<file path="src/rtl/ks_gadget_recomposer.sv">
// rtl/ks_gadget_recomposer.sv - streaming inverse of the keyswitch gadget decomposition
module ks_gadget_recomposer #(
    parameter int KS_L      = 8,
    parameter int KS_B_W    = 2,
    parameter int MOD_KSK_W = 21
) (
    input  logic                 clk,
    input  logic                 a_rst_n,
    input  logic [KS_B_W:0]      in_digit,
    input  logic                 in_last,
    input  logic                 in_vld,
    output logic                 in_rdy,
    output logic [MOD_KSK_W-1:0] out_data,
    output logic                 out_vld,
    input  logic                 out_rdy,
    output logic                 err_last,
    output logic                 err_range
);

    localparam int LVL_W    = (KS_L > 1) ? $clog2(KS_L) : 1;
    localparam int ALIGN_SH = MOD_KSK_W - KS_L * KS_B_W;
    localparam int HALF_B   = 1 << (KS_B_W - 1);
    localparam logic [LVL_W-1:0] LAST_LVL = LVL_W'(KS_L - 1);

    if (KS_L * KS_B_W > MOD_KSK_W) begin : g_bad_params
        $error("ks_gadget_recomposer: KS_L*KS_B_W exceeds MOD_KSK_W");
    end

    // State
    logic [LVL_W-1:0]     lvl_q, lvl_d;
    logic [MOD_KSK_W-1:0] acc_q, acc_d;
    logic [MOD_KSK_W-1:0] out_data_q, out_data_d;
    logic                 out_vld_q, out_vld_d;
    logic                 err_last_q, err_last_d;
    logic                 err_range_q, err_range_d;

    // Datapath helpers
    logic [MOD_KSK_W-1:0] digit_sext;
    logic signed [31:0]   digit_int;
    logic [MOD_KSK_W-1:0] acc_next;
    logic [MOD_KSK_W-1:0] coef_aligned;
    logic                 at_last_lvl;
    logic                 accept;
    logic                 range_bad;

    assign digit_sext   = MOD_KSK_W'($signed(in_digit));
    assign digit_int    = 32'($signed(in_digit));
    assign at_last_lvl  = (lvl_q == LAST_LVL);
    assign acc_next     = (acc_q << KS_B_W) + digit_sext;
    // The final partial sum is shifted up so the first digit lands in the top bits.
    assign coef_aligned = acc_next << ALIGN_SH;
    assign range_bad    = (digit_int < -HALF_B) || (digit_int > HALF_B);

    // Only the final level can be blocked by a stalled output; earlier levels never touch out_*.
    assign in_rdy = ~at_last_lvl | ~out_vld_q | out_rdy;
    assign accept = in_vld & in_rdy;

    // Level counter and accumulator: lvl is authoritative, in_last never resynchronises it.
    always_comb begin
        lvl_d = lvl_q;
        acc_d = acc_q;
        if (accept) begin
            if (at_last_lvl) begin
                lvl_d = '0;
            end else begin
                lvl_d = lvl_q + LVL_W'(1);
            end
            if (lvl_q == '0) begin
                acc_d = digit_sext;
            end else begin
                acc_d = acc_next;
            end
        end
    end

    // Output register: a completion wins over a pop in the same cycle.
    always_comb begin
        out_data_d = out_data_q;
        out_vld_d  = out_vld_q;
        if (accept && at_last_lvl) begin
            out_data_d = coef_aligned;
            out_vld_d  = 1'b1;
        end else if (out_rdy) begin
            out_vld_d  = 1'b0;
        end
    end

    // Error pulses are registered and never stall the datapath.
    always_comb begin
        err_last_d  = accept & (in_last != at_last_lvl);
        err_range_d = accept & range_bad;
    end

    // State register with asynchronous active-low reset.
    always_ff @(posedge clk or negedge a_rst_n) begin
        if (!a_rst_n) begin
            lvl_q       <= '0;
            acc_q       <= '0;
            out_data_q  <= '0;
            out_vld_q   <= 1'b0;
            err_last_q  <= 1'b0;
            err_range_q <= 1'b0;
        end else begin
            lvl_q       <= lvl_d;
            acc_q       <= acc_d;
            out_data_q  <= out_data_d;
            out_vld_q   <= out_vld_d;
            err_last_q  <= err_last_d;
            err_range_q <= err_range_d;
        end
    end

    assign out_data  = out_data_q;
    assign out_vld   = out_vld_q;
    assign err_last  = err_last_q;
    assign err_range = err_range_q;

endmodule

</file>
<file path="config.mk">
export PLATFORM = sky130hd
export DESIGN_NAME = ks_gadget_recomposer
export DESIGN_NICKNAME = d
export VERILOG_FILES = /design/src/rtl/ks_gadget_recomposer.sv
export SDC_FILE = /design/constraint.sdc
export NUM_CORES = 1
export LEC_CHECK = 0
export CORE_MARGIN = 2
export CORE_UTILIZATION = 60
export CTS_BUF_LIST = sky130_fd_sc_hd__clkbuf_2
export CTS_CLUSTER_SIZE = 40
export DETAILED_ROUTE_END_ITERATION = 12
export PLACE_DENSITY_LB_ADDON = 0.3
export SLEW_MARGIN = 20
export SYNTH_ARGS = -nofsm -noshare
export SYNTH_HDL_FRONTEND = slang
export SYNTH_SLANG_ARGS = --single-unit
</file>
<file path="constraint.sdc">
create_clock -name clk -period 6 [get_ports clk]
set_input_delay 0.6 -clock clk [delete_from_list [all_inputs] [get_ports clk]]
set_output_delay 0.6 -clock clk [all_outputs]
set_load 0.02 [all_outputs]
</file>
# After elaboration in Yosys (flattened, before gate mapping)

Cells that the tools add are included.
W data, S select, Z words.

Register bits after elaboration: 36
Bits in latches: 0
Bits in writable memories: 0
ROM bits: 0
Input bits: 8
Output and inout port bits: 25
Logic and storage cells: 27
Memories: 0

$add $sub $neg: 2
Multiply operators: 0
Div/mod/pow operators: 0
$lt $le $gt $ge: 2
Equality and inequality tests: 2
Shift-type cells: 0
Mux-type cells: 4
Bitwise operators: 7
Reductions and logical operators: 4

Operator list:

| kind                  | number |
|---|---|
| $add A16 B16 Y16      | 1 |
| $mux W14              | 1 |
| $add A3 B1 Y3 const B | 1 |
| $and A1 B1 Y1         | 3 |
| $eq A3 B3 Y1 const B  | 1 |
| $gt A3 B3 Y1 const B  | 1 |
| $logic_not A3 Y1      | 1 |
| $lt A3 B2 Y1 const B  | 1 |
| $mux W3               | 1 |
| $mux W1               | 2 |
| $not A1 Y1            | 2 |
| $or A1 B1 Y1          | 2 |
| $reduce_bool A2 Y1    | 1 |
| $logic_and A1 B1 Y1   | 1 |
| $logic_or A1 B1 Y1    | 1 |
| $ne A1 B1 Y1          | 1 |

# Longest topological paths before layout

Gate-level depths: netlist of run 1.

Depth in word-level cells: 7
Mapped depth: 9
Gate-level depth less buffers: 9

# Worst setup path before layout of run 1

No wires, ideal clock.

Path type: input port to flip-flop
Start point: input in_digit[2]
End point: register out_data_q[19] (netlist: out_data[19])
Setup time: 0.071 ns
Data arrival time: 2.227 ns
Path slack: 3.702 ns
Stages on the path: 9
Path buffers: 0
Cell sequence: ha_1 > inv_1 > fa_1 > nor2b_4 > o2111ai_2 > nand3_2 > a31oi_4 > or4_1 > nand4_1

Word-level cells in the longest chain between the ends: 1

Ends and longest elaborated chain:

| what                 | RTL line | text |
|---|---|---|
| start, declared      | 9        | `input logic [KS_B_W:0] in_digit,` |
| $add A16 B16 Y16     | 49       | `assign acc_next = (acc_q << KS_B_W) + digit_sext;` |
| end signal, assigned | 106      | `out_data_q <= out_data_d;` |
| end, declared        | 32       | `logic [MOD_KSK_W-1:0] out_data_q, out_data_d;` |

No other way between the ends.
A chain may end at the register's enable or synchronous reset.

# Worst setup path after layout of run 1

Ends and elaborated chain as after synthesis.

==> results of run 1 <==
## logic make-up (layout without fill, tap and decap cells)
kind of cell | Yosys count | in the layout
other cells | 1 | 5
simple gates | 98 | 98
fa+ha+maj | 17 | 17
flops | 36 | 36
xor+xnor | 13 | 13
compound gates | 49 | 49
buf+inv | 18 | 41
mux | 3 | 3
## metal layers
layer | GRT usage, % | vias to the layer above | wire, um
met5 | 0 | - | 0
met4 | 9.24 | 0 | 59
met3 | 5.36 | 8 | 211
met2 | 39.7 | 50 | 2190
met1 | 36.5 | 841 | 2100
li1 | - | 852 | -
## layout make-up
| type | count | area share [%] |
|---|---|---|
| timing repair buffer | 28 | 11.0 |
| clock inverter | 3 | 1.52 |
| clock buffer | 5 | 1.01 |
| sequential | 36 | 36.4 |
| multi-input combinational | 185 | 46.9 |
| tap | 46 | 2.33 |
| inverter | 5 | 0.759 |
## metrics by stage
stage | hold WS (ns) | utilization, %
after global routing | 0.288 | 73.5
after floorplan | 0.304 | -
after detailed placement | 0.462 | 71.7
after CTS | 0.271 | 73.5
after global placement | 0.458 | 71.7
final | 0.241 | 73.5
## power by group
| group | switching (mW) | internal, mW | leakage (nW) | total (mW) |
|---|---|---|---|---|
| logic | 0.407 | 0.302 | 0.646 | 0.709 |
| clock network | 0.0799 | 0.0679 | 0.0380 | 0.148 |
| registers | 0.0543 | 0.341 | 0.442 | 0.395 |
## path summary, 6_finish.rpt
check,slack [ns],depth (start not counted),from,to
worst max-delay path,2.91,10,in_digit[2],out_data[19]
worst min-delay path,0.24,1,a_rst_n,acc_q[11]
worst max register to register,3.54,7,lvl_q[0],acc_q[10]
worst min register to register,0.50,2,out_data[6],out_data[6]
max in group asynchronous,5.25,1,a_rst_n,err_range
min in group clk,0.50,2,out_data[6],out_data[6]
## sequential cells by signal (all words and copies together) (netlist names)
register / count
err_last: 1
lvl_q: 3
out_data: 16
acc_q: 14
err_range: 1
out_vld: 1
## cells in the mapped netlist, types with 4 or more instances
| master | instances | area [um2] |
|---|---|---|
| o21ai_0 | 20 | 100 |
| a21oi_1 | 12 | 60.1 |
| nor2_1 | 19 | 71.3 |
| clkbuf_1 | 7 | 26.3 |
| ha_1 | 16 | 200 |
| nand4_1 | 5 | 31.3 |
| dfrtp_1 | 36 | 901 |
| xor2_1 | 8 | 70.1 |
| nand2_1 | 49 | 184 |
| buf_4 | 5 | 37.5 |
| nand3_1 | 6 | 30.0 |
| inv_1 | 5 | 18.8 |
| xnor2_1 | 5 | 43.8 |
| nand2b_1 | 4 | 25.0 |
## worst max-delay path, cell delays in order
cell             delay [ns]
clkdlybuf4s50_1        0.92
ha_1                   0.30
inv_1                  0.07
fa_1                   0.44
nor2b_4                0.15
o2111ai_2              0.12
nand3_2                0.14
a31oi_4                0.12
or4_1                  0.48
nand4_1                0.08
==> results.yml, run 1 <==
synth:
  ys_ff_latch: 36
  syn_area_um2: 2130
  syn_inst: 235
  synth_top_family_by_area: "simple AND/OR/NAND/NOR gates"
  synth-seq-area-share_pct: 42.2
  synth_fa_ha_area_share_pct: 10.3
  muxShareOfSynthArea_pct: 1.58
  ys_types: 40
  yosys_warnings: 0
  ys_dominant_reg_cell: "dfrtp_1"
  synthArstFlopShare_pct: 100
  synth_edf_count: 0
  yosys.area_share.simple_pct: 21.1
  synth_compound_area_share_pct: 15.1
  synth.avg_cell_area_um2: 9.08
  synth_xor_area_share_pct: 5.34
floorplanning:
  fp-row-count: 21
  core_um2: 3360
  io_pins: 33
  start_util_pct: 63.4
  die-height_um: 63.6
  die-area_um2: 4050
  dieWidth_um: 63.6
clocking:
  insertion_delay_ns: 0.38
  h-tree-depth: 2
  cts_post_setup_buffers_inserted: 0
  cts_sinks: 36
  clk_pin_slew_worst_paths_ns: 0.19
  cts_resized: 0
  cts-hold-fix-buffers: 0
  clk_path_buf_depth: 2
  root_buffer: "clkbuf_2"
  cts_tree: "done"
  cts-buffers-inserted: 5
final_layout:
  multi_input_area_um2: 1160
  register_area_um2: 901
  stdcell_count: 308
  n_fill_cell: 268
  drive_gt1_share_pct: 6.87
  layout_common_cells: "49 x nand2_1, 36 x dfrtp_1, 26 x clkdlybuf4s50_1, 20 x o21ai_0, 19 x nor2_1"
  antenna_cells: 0
  syn_to_final_growth_pct: 15.9
  layout_commonest_cell: "nand2_1"
  nets: 286
  fin_area_um2: 2470
routing:
  postRouteAntennaNets: 0
  via_count: 1751
  drtIter0Drc: 91
  remaining_drc_errors: 0
  wl_per_cell_um: 14.8
  viasPerCell: 5.69
  routed_wl_um: 4560
  dr.pass1.iters: 4
power_and_ir_drop:
  vdd_drop_max_uv: 279
  p_per_area_nw_per_um2: 506
  p_leak_nw: 1.13
  fin_total_pwr_mw: 1.25
global_routing:
  grt_pass1_wl_um: 8200
  grt_pass1_vias: 1730
  grt-ovfl-total: 0
  antenna_found_initial: 0
  grt_max_degree: 37
  grt_usage_pct: 25.9
job:
  max_cap_viol_count: 0
critical_path:
  arrival_ns: 3.43
  path_max_fanout: 16
  end_kind: "register"
  crit_path_start_kind: "input port"
  worstPathRequired_ns: 6.34
  crit_type: "input port to register"
placed_design:
  dpl.hpwl_um: 3440
  gp_congestion: 0.924
  place_area_um2: 2410
  dp.cells: 300
  preCtsSetupSlack_ns: 2.54
  portBuffers: 27
timing:
  clock_skew_ns: 0.0221
  layout_setup_ws_ns: 2.91
  drv_slew: 0
  setup_tns_ns: 0
  fmax_ghz: 0.323
  rsz0062_at_grt: "no"
  setup_viol: 0
  finalCriticalPeriod_ns: 3.09
  min_period_over_period_pct: 51.6
  final_hold_viol_count: 0
  tightest_slew_ns: 0.760
  relSlewSlack_pct: 49.3
hold_path:
  hold_path.class: "input port to async pin"
status:
  outcome: "finished clean"
No activity file was read; power rests on OpenSTA's default activity.
==> run 2: changes to the inputs <==
CORE_UTILIZATION = 50   (was 60)
clock period = 2.7 ns   (was 6 ns; I/O delays follow)
==> run 2 against run 1 <==
Against the previous run:
- die area rose by 19%
- sequential cell count is the same
- combinational power up 130%
==> results.yml, run 2 (same netlist as run 1, synthesis figures left out) <==
final_layout:
  layout_common_cells: "49 x nand2_1, 36 x dfrtp_1, 26 x clkdlybuf4s50_1, 20 x o21ai_0, 19 x nor2_1"
  n_fill_cell: 346
  antenna_cells: 0
  stdcell_count: 321
  register_area_um2: 901
  nets: 295
  multi_input_area_um2: 1160
  layout_commonest_cell: "nand2_1"
  largest_reg_flops: 16
  syn_to_final_growth_pct: 18.5
  drive_gt1_share_pct: 10.3
placed_design:
  gp_congestion: 1.00
  portBuffers: 27
  dp.cells: 312
  dpl.hpwl_um: 3470
power_and_ir_drop:
  swShare_pct: 44.0
  p_leak_nw: 1.16
  vdd_drop_max_uv: 459
  pwr-share-comb_pct: 58.6
  clockPowerShare_pct: 9.3
  p_per_area_nw_per_um2: 1090
  switchingPower_mw: 1.21
  pwr-share-seq_pct: 32.1
  intPower_mw: 1.55
  fin_total_pwr_mw: 2.76
clocking:
  cts_sinks: 36
  h-tree-depth: 2
  cts-hold-fix-buffers: 1
  clk_path_buf_depth: 2
  cts_resized: 0
  root_buffer: "clkbuf_2"
  cts_tree: "done"
  cts-buffers-inserted: 5
  cts_post_setup_buffers_inserted: 0
  insertion_delay_ns: 0.40
  clk_pin_slew_worst_paths_ns: 0.20
critical_path:
  crit_end: "in_rdy"
  path_max_fanout: 5
  slowest_stage: "clkdlybuf4s50_1"
  critPathMaxStageDelay_ns: 0.62
  end_kind: "primary output"
  r2r_slack_ns: 0.58
  crit_path_start_kind: "register"
  timing.rr.start: "acc_q[0]"
  r2r-end: "out_data[19]"
  rr_worst_depth: 9
  cp_common_cell: "ha_1"
  worstPathRequired_ns: 2.43
  arrival_ns: 2.10
  worstPathCellList: "ha_1 -> ha_1 -> nand3b_1 -> clkdlybuf4s50_1"
  worstSetupStartpoint: "lvl_q[0]"
  crit_type: "register to primary output"
timing:
  hold_ws_ns: 0.456
  final_hold_viol_count: 0
  finalCriticalPeriod_ns: 2.37
  setup_viol: 0
  drv_slew: 0
  relSlewSlack_pct: 46.4
  fmax_ghz: 0.423
  setup_tns_ns: 0
  rsz0062_at_grt: "no"
  clock_skew_ns: 0.0164
  min_period_over_period_pct: 87.6
  tightest_slew_ns: 0.805
routing:
  via_count: 1766
  postRouteAntennaNets: 0
  routed_wl_um: 4520
  wl_per_cell_um: 14.1
  remaining_drc_errors: 0
  drtIter0Drc: 122
  viasPerCell: 5.50
  dr.pass1.iters: 4
floorplanning:
  die-area_um2: 4810
  die-height_um: 69.3
  core_um2: 4060
  fp-row-count: 23
  dieWidth_um: 69.3
  io_pins: 33
  start_util_pct: 52.6
global_routing:
  met3_usage_pct: 4.65
  use_met1_pct: 28.3
  grt_max_degree: 37
  global_route.peak_usage_layer: "met2"
  grt_use_met2_pct: 30.9
  antenna_found_initial: 0
  grt-ovfl-total: 0
  grt_pass1_wl_um: 7880
  grt_pass1_vias: 1700
  grt_usage_pct: 20.5
job:
  max_cap_viol_count: 0
hold_path:
  hold_path.class: "input port to async pin"
status:
  outcome: "finished clean"
run 2: changes by cell type in the layout (fill, tap and decap cells not counted):
cell | previous run | this run
clkinv_2 | 0 | 2
dlygate4sd3_1 | 0 | 1
clkinv_1 | 2 | 0
clkinv_4 | 0 | 1
buf_4 | 1 | 9
bufinv_16 | 1 | 0
run 2: routing by layer:
metal	vias up	share of wire [%]	routed length [um]
met3	11	5.4	243
li1	877	-	-
met4	0	2.5	113
met1	820	48	2160
met5	-	0	0
met2	58	44	2010
run 2: per-stage QoR:
stage | setup slack, ns | instance area, um2 | utilization, %
2_1_floorplan | 0.670 | 2150 | -
3_3_place_gp | 0.0479 | 2470 | 61.0
3_5_place_dp | 0.0277 | 2470 | 61.0
4_1_cts | 0.339 | 2530 | 62.3
5_1_grt | 0.254 | 2530 | 62.3
6_report | 0.334 | 2530 | 62.3
run 2: final cells by class:
cell class	instances	share of cell area [%]
multi-input cells	185	45.9
flip-flops and latches	36	35.6
repair buffers	37	13.6
well taps	50	2.47
clock buffers	5	0.990
clock inverters	3	0.742
inverters	5	0.742
run 2: worst min path at each step:
| stage | start | to | slack [ns] | depth (start not counted) |
|---|---|---|---|---|
| after floorplan | a_rst_n | acc_q[0] | -0.03 | 0 |
| after global placement | a_rst_n | acc_q[10] | 0.40 | 1 |
| after detailed placement | a_rst_n | out_data[16] | 0.41 | 1 |
| after CTS | in_digit[0] | out_data[5] | 0.44 | 3 |
| after global routing | in_last | err_last | 0.47 | 3 |
| final | a_rst_n | out_data[18] | 0.46 | 2 |
run 2: critical path, delay by kind of cell (launching register included):
family                     cells  cell delay [ns]
adders and majority gates      2             0.47
buffers and inverters          1             0.62
DFF                            1             0.45
and+or+nand+nor                1             0.16
run 2: power by group through the flow:
| stage | registers, mW | logic, mW | clock network (mW) |
|---|---|---|---|
| 6_report | 0.886 | 1.62 | 0.258 |
| 5_1_grt | 0.919 | 1.78 | 0.282 |
| 4_1_cts | 0.888 | 1.61 | 0.268 |
| 3_5_place_dp | 0.903 | 1.61 | 0 |
| 3_3_place_gp | 0.886 | 1.58 | 0 |
| 2_1_floorplan | 1.02 | 0.937 | 0 |
==> run 3: changes to the inputs <==
CORE_ASPECT_RATIO = 1.75   (was not set)
CORE_MARGIN = not set   (was 2)
==> run 3 against run 2 <==
Against the previous run:
- non-clock buffer count decreased by 1
- die area decreased by 5.5%
- cell count decreased by 0.93%
==> results.yml, run 3 (same netlist as run 1, synthesis figures left out) <==
timing:
  drv_slew: 0
  setup_tns_ns: 0
  fmax_ghz: 0.435
  finalCriticalPeriod_ns: 2.30
  min_period_over_period_pct: 85.0
  setup_viol: 0
  clock_skew_ns: 0.0169
  rsz0062_at_grt: "no"
  final_hold_viol_count: 0
  hold_ws_ns: 0.266
global_routing:
  grt_pass1_vias: 1819
  antenna_found_initial: 0
  grt_max_degree: 37
  grt-ovfl-total: 0
  grt_usage_pct: 25.1
  grt_pass1_wl_um: 8220
floorplanning:
  dieWidth_um: 51.4
  fp-row-count: 31
  io_pins: 33
  start_util_pct: 51.9
  die-area_um2: 4540
  core_um2: 4110
  die-height_um: 88.4
final_layout:
  syn_to_final_growth_pct: 17.8
  stdcell_count: 318
  layout_common_cells: "49 x nand2_1, 36 x dfrtp_1, 27 x clkdlybuf4s50_1, 20 x o21ai_0, 19 x nor2_1"
  largest_reg_flops: 16
  n_fill_cell: 384
  final_core_util_pct: 61.1
  antenna_cells: 0
  drive_gt1_share_pct: 9.67
  nets: 294
  layout_commonest_cell: "nand2_1"
power_and_ir_drop:
  clockPowerShare_pct: 8.8
  fin_total_pwr_mw: 2.74
  p_per_area_nw_per_um2: 1090
  switchingPower_mw: 1.22
  intPower_mw: 1.52
  swShare_pct: 44.4
  pwr-share-comb_pct: 58.5
  p_leak_nw: 1.16
  pwr-share-seq_pct: 32.7
  vdd_drop_max_uv: 538
placed_design:
  gp_congestion: 0.952
  dpl.hpwl_um: 3880
  portBuffers: 27
  dp.cells: 311
clocking:
  h-tree-depth: 2
  insertion_delay_ns: 0.39
  cts_resized: 0
  cts_sinks: 36
  clk_path_buf_depth: 2
  cts-hold-fix-buffers: 0
  root_buffer: "clkbuf_2"
  cts_tree: "done"
  cts_post_setup_buffers_inserted: 0
  clk_pin_slew_worst_paths_ns: 0.19
  cts-buffers-inserted: 5
routing:
  dr.pass1.iters: 4
  viasPerCell: 5.57
  drtIter0Drc: 27
  wl_per_cell_um: 15.8
  postRouteAntennaNets: 0
  remaining_drc_errors: 0
  routed_wl_um: 5030
  via_count: 1771
critical_path:
  end_kind: "primary output"
  critPathMaxStageDelay_ns: 0.62
  crit_type: "register to primary output"
  r2r-end: "out_data[19]"
  slowest_stage: "clkdlybuf4s50_1"
  arrival_ns: 2.03
  rr_worst_depth: 9
  worstPathRequired_ns: 2.43
  cp_common_cell: "ha_1"
  cp_top_family: "buffers and inverters"
  timing.rr.start: "acc_q[0]"
  crit_path_start_kind: "register"
  path_max_fanout: 5
  cp.buffers_inverters: 1
  worstPathCellList: "ha_1 -> ha_1 -> nand3b_1 -> clkdlybuf4s50_1"
  r2r_slack_ns: 0.48
hold_path:
  hold_path.class: "input port to async pin"
status:
  outcome: "finished clean"
job:
  max_cap_viol_count: 0
## run 3: layer usage
metal | GRT usage (%) | up-vias | part of all wire, %
met3 | 3.78 | 24 | 2.9
met1 | 24.5 | 837 | 36
met5 | 0 | - | 0
met4 | 17.4 | 0 | 5.7
met2 | 46.8 | 44 | 56
li1 | - | 866 | -
## run 3: through the flow
step / setup slack (ns) / cell area [um2]
after floorplan: 0.670 / 2150
after global placement: 0.109 / 2480
after detailed placement: 0.0485 / 2480
after CTS: 0.393 / 2510
after global routing: 0.278 / 2510
final: 0.404 / 2510
## run 3: power groups by stage
stage	clock network (mW)	logic, mW	registers [mW]
6_report	0.241	1.60	0.894
5_1_grt	0.264	1.77	0.919
4_1_cts	0.246	1.61	0.896
3_5_place_dp	0	1.61	0.911
3_3_place_gp	0	1.57	0.902
2_1_floorplan	0	0.937	1.02
## run 3: cell type report
type | instances | area, um2 | share of cell area [%]
inverter | 5 | 18.8 | 0.747
multi-input combinational | 185 | 1160 | 46.1
sequential | 36 | 901 | 35.8
timing repair buffer | 36 | 338 | 13.4
clock buffer | 6 | 30.0 | 1.19
tap | 49 | 61.3 | 2.44
clock inverter | 1 | 5.00 | 0.199
## run 3: how the worst max path moves through the flow
| stage | startpoint | to | cells after the start | slack, ns |
|---|---|---|---|---|
| floorplan | acc_q[0] | out_data[19] | 9 | 0.67 |
| global placement | in_digit[2] | out_data[19] | 10 | 0.11 |
| detailed placement | in_digit[2] | out_data[19] | 10 | 0.05 |
| CTS | lvl_q[0] | in_rdy | 4 | 0.39 |
| global route | in_digit[2] | out_data[14] | 9 | 0.28 |
| finish | lvl_q[0] | in_rdy | 4 | 0.40 |
